## config.mk

```make
export PLATFORM = sky130hd
export DESIGN_NAME = board_state_mem
export DESIGN_NICKNAME = d
export VERILOG_FILES = /design/src/rtl/board_state_mem.sv
export SDC_FILE = /design/constraint.sdc
export NUM_CORES = 1
export LEC_CHECK = 0
export CORE_ASPECT_RATIO = 1.5
export CORE_UTILIZATION = 50
export DETAILED_ROUTE_END_ITERATION = 16
export HOLD_SLACK_MARGIN = 0.05
export PLACE_DENSITY = 0.78
export SYNTH_ARGS = -nofsm -noshare
export SYNTH_HDL_FRONTEND = slang
export SYNTH_SLANG_ARGS = --single-unit
export TNS_END_PERCENT = 5
```

## constraint.sdc

```tcl
create_clock -name CLK -period 16.79 [get_ports CLK]
set_input_delay 3.358 -clock CLK [delete_from_list [all_inputs] [get_ports CLK]]
set_output_delay 3.358 -clock CLK [all_outputs]
set_load 0.02 [all_outputs]
```

## src/rtl/board_state_mem.sv

```systemverilog
`default_nettype none
// +----------------------------------------------------------------------+
// | board_state_mem : R x C piece-code board with start-position load,   |
// | two-step moves, direct square writes and a circular undo history.    |
// | Revision 1.0                                                         |
// +----------------------------------------------------------------------+
module board_state_mem #(
  parameter int ROW_BITS   = 3,
  parameter int COL_BITS   = 3,
  parameter int PIECE_W    = 4,
  parameter int UNDO_DEPTH = 16
) (
  input  logic                                             CLK,
  input  logic                                             RESET,
  input  logic                                             MOVE_VALID,
  input  logic [ROW_BITS+COL_BITS-1:0]                     MOVE_SRC,
  input  logic [ROW_BITS+COL_BITS-1:0]                     MOVE_DST,
  input  logic                                             UNDO_VALID,
  input  logic                                             WR_VALID,
  input  logic [ROW_BITS+COL_BITS-1:0]                     WR_ADDR,
  input  logic [PIECE_W-1:0]                               WR_PIECE,
  output logic                                             READY,
  output logic                                             DONE,
  output logic                                             CMD_ERR,
  output logic [$clog2(UNDO_DEPTH):0]                      UNDO_COUNT,
  output logic [(2**(ROW_BITS+COL_BITS))*PIECE_W-1:0]      BOARD_OUT
);

  localparam int A  = ROW_BITS + COL_BITS;
  localparam int N  = 2**A;
  localparam int R  = 2**ROW_BITS;
  localparam int PW = $clog2(UNDO_DEPTH);
  localparam int CW = PW + 1;
  localparam logic [CW-1:0] FULL_COUNT = CW'(UNDO_DEPTH);

  typedef enum logic [1:0] {
    ST_INIT  = 2'd0,
    ST_IDLE  = 2'd1,
    ST_MOVE2 = 2'd2,
    ST_UNDO2 = 2'd3
  } state_t;

  state_t               state, state_next;
  logic [PIECE_W-1:0]   board [N];
  logic [A-1:0]         hist_src  [UNDO_DEPTH];
  logic [A-1:0]         hist_dst  [UNDO_DEPTH];
  logic [PIECE_W-1:0]   hist_sp   [UNDO_DEPTH];
  logic [PIECE_W-1:0]   hist_dold [UNDO_DEPTH];

  logic [A-1:0]         init_k, init_k_next;
  logic [PW-1:0]        wr_ptr, ptr_next, top_ptr;
  logic [CW-1:0]        count_next;
  logic                 ready_next, done_next, err_next;
  logic                 bw_en;
  logic [A-1:0]         bw_addr;
  logic [PIECE_W-1:0]   bw_data;
  logic [A-1:0]         pend_addr, pend_addr_next;
  logic [PIECE_W-1:0]   pend_data, pend_data_next;
  logic                 push;
  logic [PIECE_W-1:0]   src_piece, dst_piece;

  assign src_piece = board[MOVE_SRC];
  assign dst_piece = board[MOVE_DST];
  assign top_ptr   = wr_ptr - PW'(1);

  // Starting position: black on rows 0/1, white on rows R-2/R-1.
  function automatic logic [PIECE_W-1:0] init_piece(input logic [A-1:0] sq);
    logic [ROW_BITS-1:0] row;
    logic [2:0]          col8;
    logic [2:0]          back;
    logic [PIECE_W-1:0]  p;
    row  = sq[A-1:COL_BITS];
    col8 = 3'(sq[COL_BITS-1:0]);
    case (col8)
      3'd0, 3'd7: back = 3'd4;
      3'd1, 3'd6: back = 3'd2;
      3'd2, 3'd5: back = 3'd3;
      3'd3:       back = 3'd5;
      default:    back = 3'd6;
    endcase
    p = '0;
    if (row == '0) begin
      p[2:0]         = back;
      p[PIECE_W-1]   = 1'b1;
    end else if (row == ROW_BITS'(1)) begin
      p[2:0]         = 3'd1;
      p[PIECE_W-1]   = 1'b1;
    end else if (row == ROW_BITS'(R-2)) begin
      p[2:0]         = 3'd1;
    end else if (row == ROW_BITS'(R-1)) begin
      p[2:0]         = back;
    end
    return p;
  endfunction

  always_ff @(posedge CLK) begin
    if (RESET) state <= ST_INIT;
    else       state <= state_next;
  end

  always_comb begin
    state_next     = state;
    init_k_next    = init_k;
    ptr_next       = wr_ptr;
    count_next     = UNDO_COUNT;
    ready_next     = 1'b0;
    done_next      = 1'b0;
    err_next       = 1'b0;
    bw_en          = 1'b0;
    bw_addr        = '0;
    bw_data        = '0;
    pend_addr_next = pend_addr;
    pend_data_next = pend_data;
    push           = 1'b0;
    case (state)
      ST_INIT: begin
        bw_en       = 1'b1;
        bw_addr     = init_k;
        bw_data     = init_piece(init_k);
        init_k_next = init_k + A'(1);
        if (init_k == A'(N-1)) begin
          state_next = ST_IDLE;
          ready_next = 1'b1;
        end
      end
      ST_IDLE: begin
        ready_next = 1'b1;
        if (UNDO_VALID) begin
          err_next = MOVE_VALID | WR_VALID;
          if (UNDO_COUNT == '0) begin
            err_next = 1'b1;
          end else begin
            ptr_next       = top_ptr;
            count_next     = UNDO_COUNT - CW'(1);
            bw_en          = 1'b1;
            bw_addr        = hist_dst[top_ptr];
            bw_data        = hist_dold[top_ptr];
            pend_addr_next = hist_src[top_ptr];
            pend_data_next = hist_sp[top_ptr];
            state_next     = ST_UNDO2;
            ready_next     = 1'b0;
          end
        end else if (MOVE_VALID) begin
          err_next = WR_VALID;
          if ((MOVE_SRC == MOVE_DST) || (src_piece[2:0] == 3'd0)) begin
            err_next = 1'b1;
          end else begin
            bw_en          = 1'b1;
            bw_addr        = MOVE_DST;
            bw_data        = src_piece;
            push           = 1'b1;
            ptr_next       = wr_ptr + PW'(1);
            // A full history keeps its count; the oldest slot is overwritten.
            count_next     = (UNDO_COUNT == FULL_COUNT) ? FULL_COUNT : UNDO_COUNT + CW'(1);
            pend_addr_next = MOVE_SRC;
            pend_data_next = '0;
            state_next     = ST_MOVE2;
            ready_next     = 1'b0;
          end
        end else if (WR_VALID) begin
          bw_en      = 1'b1;
          bw_addr    = WR_ADDR;
          bw_data    = WR_PIECE;
          count_next = '0;
          done_next  = 1'b1;
        end
      end
      ST_MOVE2, ST_UNDO2: begin
        bw_en      = 1'b1;
        bw_addr    = pend_addr;
        bw_data    = pend_data;
        state_next = ST_IDLE;
        done_next  = 1'b1;
        ready_next = 1'b1;
      end
      default: state_next = ST_INIT;
    endcase
  end

  always_ff @(posedge CLK) begin
    if (RESET) begin
      init_k     <= '0;
      wr_ptr     <= '0;
      UNDO_COUNT <= '0;
      READY      <= 1'b0;
      DONE       <= 1'b0;
      CMD_ERR    <= 1'b0;
      pend_addr  <= '0;
      pend_data  <= '0;
      for (int i = 0; i < N; i++) board[i] <= '0;
    end else begin
      init_k     <= init_k_next;
      wr_ptr     <= ptr_next;
      UNDO_COUNT <= count_next;
      READY      <= ready_next;
      DONE       <= done_next;
      CMD_ERR    <= err_next;
      pend_addr  <= pend_addr_next;
      pend_data  <= pend_data_next;
      if (bw_en) board[bw_addr] <= bw_data;
    end
  end

  always_ff @(posedge CLK) begin
    if (push) begin
      hist_src[wr_ptr]  <= MOVE_SRC;
      hist_dst[wr_ptr]  <= MOVE_DST;
      hist_sp[wr_ptr]   <= src_piece;
      hist_dold[wr_ptr] <= dst_piece;
    end
  end

  for (genvar g = 0; g < N; g++) begin : g_flat
    assign BOARD_OUT[g*PIECE_W +: PIECE_W] = board[g];
  end

endmodule
`default_nettype wire

```

Word-level counts from Yosys, hierarchy flattened. Memories as Yosys holds them, arrays and structs flattened. Cells that the tools add are included.

Mux-type cells: 74. Reduce and logical (&&, ||, !) cells: 18. Eq/ne operators: 22. Add/subtract/negate cells: 5. Bitwise logic cells: 2.

Operators by type and width (number): 4-bit two-way mux (15); 6-bit two-way mux (10); 5-bit two-way mux (6); 1-bit two-way mux (28); 6-bit one-hot mux with 3 select lines (1); 3-bit equality test, second input constant (5); 3-bit != test, second input constant (4); 3-bit one-hot mux with 4 select lines (1); 4-bit one-hot mux with 3 select lines (1); 4-bit AND reduction (3); 2-bit two-way mux (5); 2-bit OR reduction (5); 3-bit logical NOT (3); 3-bit two-way mux (3); 6-bit by 1-bit adder with 6-bit output, second input constant (1); 3-bit by 1-bit equality test with 1-bit output, second input constant (2); 3-bit by 2-bit equality test with 1-bit output, second input constant (2); 6-bit equality test (1); 6-bit equality test, second input constant (1); 2-bit != test, second input constant (3); 2-bit one-hot mux with 3 select lines (1); 5-bit by 1-bit adder with 5-bit output, second input constant (1); 5-bit equality test, second input constant (1); 5-bit logical NOT (1); other kinds (15) (17).

Logic and storage cells: 135. Output and inout port bits: 264. Memories kept: 5. Register bits after elaboration: 30. Input port bits: 27. RAM bits: 576.

Memories: board (depth 64, width 4, rd ports 66, clocked after Yosys merged registers in 0, write ports 64, line 44) `logic [PIECE_W-1:0] board [N];`; hist_dst (depth 16, width 6, rd ports 1, clocked after Yosys merged registers in 0, write ports 1, line 46) `logic [A-1:0] hist_dst [UNDO_DEPTH];`; hist_src (depth 16, width 6, rd ports 1, clocked after Yosys merged registers in 0, write ports 1, line 45) `logic [A-1:0] hist_src [UNDO_DEPTH];`; hist_dold (depth 16, width 4, rd ports 1, clocked after Yosys merged registers in 0, write ports 1, line 48) `logic [PIECE_W-1:0] hist_dold [UNDO_DEPTH];`; hist_sp (depth 16, width 4, rd ports 1, clocked after Yosys merged registers in 0, write ports 1, line 47) `logic [PIECE_W-1:0] hist_sp [UNDO_DEPTH];`.

Longest topological paths before layout. An unclocked memory read counts as a cell.

Depth in word-level cells: 12. Gate-level depth with buffers: 20. Gate-level depth less buffers: 10.

Least setup slack after synthesis. Ideal clock, no wire load.

Path kind: input port to flip-flop. Start: input MOVE_SRC[0]. End: memory board[17][0] (enable). Arrival time: 6.888 ns. Buffers on the path: 3. Data required time: 16.452 ns. Stages: 10. Setup slack: 9.564 ns. Library setup time: 0.338 ns. Cell sequence: buf_6 -> buf_2 -> mux4_2 -> a221o_1 -> o22ai_1 -> nor3_1 -> a211o_1 -> or4_1 -> buf_2 -> o21bai_1.

RTL lines: start: declaration (line 16) `input logic [ROW_BITS+COL_BITS-1:0] MOVE_SRC,`; end: declaration (line 44).

==> impl_metrics.ini <==
[global_route]
overflow = 0
track_usage_pct = 34.9
grt_pass1_wl_um = 140000
grt_pass1_vias = 19200
grt_max_degree = 72
antenna_found_initial = 3

[drt]
drtIter0Drc = 2723
drc = 0
first_pass_iters = 8
num_vias = 19600
viasPerCell = 6.88
finalWirelength_um = 99800
wl_per_cell_um = 35.0
ant_nets = 0

[timing]
rsz0062_at_grt = no
fmax_ghz = 0.108
fin_crit_ps = 9300
skew_ps = 21.2
setup_viol = 0
relSlewSlack_pct = 4.79
max_slew.worst_pin.slew_ps = 1430
hold_viol = 0
setup_ws_ps = 7490
drv_slew = 0
fin_crit_sh_pct = 55.4
holdWs_ps = 459
finalSetupTns_ps = 0

[clocking]
cts_tree = built
cts_root_buf = clkbuf_16
cts_made_buffers = 55
clk_path_buf_depth = 3
cts-hold-fix-buffers = 0
h-tree-depth = 2
post-cts-setup-buffer-count = 0
clock_latency_ps = 610
cts.sinks = 606
cts.clk_slew.worst_paths_ps = 70
cts_resized = 0

[placed_design]
hpwl_um = 68000
port_buffers = 290
dp_cells = 2747
place_congestion = 0.976
pre_cts_ws_ps = 7410

[yosys]
synth-seq-cells = 606
seq_area_frac_synth_pct = 63.1
yosysMostFrequentCell = edfxtp_1
synth_cell_types = 68
synth_flop_cell = edfxtp_1
mappedNetlistArea_mm2 = 0.0284
synth_edf_count = 576
synth.net_count = 1830
synth_area_leader_cell = edfxtp_1
ys_warn_count = 0
avgSynthCellArea_um2 = 15.8
netlist_instances = 1792
synth_top_cell_area_share_pct = 60.9
synth_area_leaders = edfxtp_1 61%, mux4_2 19%, nor2_1 3.8%
synth_common_cells = 576 x edfxtp_1, 291 x nor2_1, 238 x mux4_2
async_reset_ff_share_pct = 0

[setup_path]
critPathSlowestCell = o21ai_1
critPathTopFamily = compound AO/OA/AOI/OAI gates
cp.required_ps = 17050
start_kind = primary input
worstPathMaxFanout = 33
cpMostUsedCell = buf_4
worstPathCellList = buf_4, buf_4, mux4_2, mux2i_1, a221oi_1, a22o_1, o31ai_4, o21ai_1, nand3_1, o21bai_1
cp_num_buf_inv = 2
max_stage_delay_ps = 1000
critPathKind = primary input to register
rr_worst_depth = 10
cp.depth = 10
arrival_ps = 9560
setup.worst_path.end_class = register

[power]
power_mw = 3.37
peakVddDrop_mv = 0.104
p_per_area_mw_per_mm2 = 99.5
p_leak_nw = 10.9

[floorplan]
die_w_um = 197
die_y_um = 294
die-area_mm2 = 0.0577
core_area_mm2 = 0.0560
rows = 106
io_pins = 291
start_util_pct = 50.7

[hold_path]
worstHoldPathCells = 2
hold_path_class = register to register

[final_layout]
layout.cells.non_filler = 2851
area_growth_pct = 19.3
nNetsFinal = 2086
drive_gt1_share_pct = 19.1

[run]
max_cap_violations = 0

[run_status]
outcome = complete, no violations
## cell families (layout without fill, tap and decap cells)
| logic type | Yosys count | after routing | share of synthesized area, % |
|---|---|---|---|
| compound gates | 206 | 206 | 5.18 |
| buf+inv | 159 | 461 | 2.45 |
| other cells | 0 | 1 | 0 |
| flops | 606 | 606 | 63.1 |
| fa+ha+maj | 11 | 11 | 0.485 |
| mux | 275 | 275 | 20.2 |
| simple gates | 517 | 517 | 8.07 |
| xor+xnor | 18 | 18 | 0.555 |
## worst paths after layout
path / from / slack (ps) / endpoint
worst max-delay path: MOVE_SRC[2] / 7490 / board[51][2]
worst min-delay path: pend_data[1] / 460 / pend_data[1]
worst max register to register: wr_ptr[0] / 10470 / board[10][1]
worst min register to register: pend_data[1] / 460 / pend_data[1]
## cells in the final DEF (no fill, tap or decap), types with 10 or more instances in the layout
cell	n
a211oi_1	15
a21o_1	19
a21oi_1	30
a31oi_1	12
and2_1	20
buf_4	59
clkbuf_1	16
clkbuf_16	57
clkdlybuf4s50_1	282
clkinv_1	10
clkinv_2	10
dfxtp_1	29
edfxtp_1	576
ha_1	10
inv_1	13
mux2i_1	33
mux4_2	238
nand2_1	85
nand3_1	33
nand4_1	17
nor2_1	291
nor3_1	15
o21ai_0	19
o21bai_1	50
## worst min-delay path, delay by kind of cell (launching register included)
kind | cells | cell delay (ps)
and+or+nand+nor | 1 | 50
AOI/OAI and AO/OA | 1 | 50
DFF | 1 | 310
## flip-flops by register name (all words and copies together), names as in the netlist
name	cells
board	256
hist_sp	64
hist_src	96
UNDO_COUNT	5
CMD_ERR	1
READY	1
hist_dst	96
state	2
init_k	6
DONE	1
pend_data	4
pend_addr	6
hist_dold	64
wr_ptr	4
## final cells by class
cell class,count,area [um^2]
Sequential cell,606,17900
Clock inverter,30,348
Fill cell,4183,22100
Clock buffer,73,1490
Inverter,14,52.6
Tap cell,756,946
Multi-Input combinational cell,1027,9840
Antenna cell,1,2.50
Timing Repair Buffer,344,3280
## per-layer routing
metal	wire length [um]	global-route usage, %
met1	30400	40.3
met3	12200	8.25
met2	48000	56.6
met4	9220	26.5
met5	13	0
## stage by stage
step           cell area [um^2]  util (%)
2_1_floorplan             28400         -
3_3_place_gp              32000      57.2
3_5_place_dp              32000      57.2
4_1_cts                   33900      60.5
5_1_grt                   33900      60.5
6_report                  33900      60.5
## where the power goes
part	leakage, nW	switching [mW]	internal, mW
combinational	4.26	0.217	0.125
sequential	5.77	0.0359	1.69
clock	0.892	0.556	0.745
Note: power is estimated with default switching activity, not from simulation.
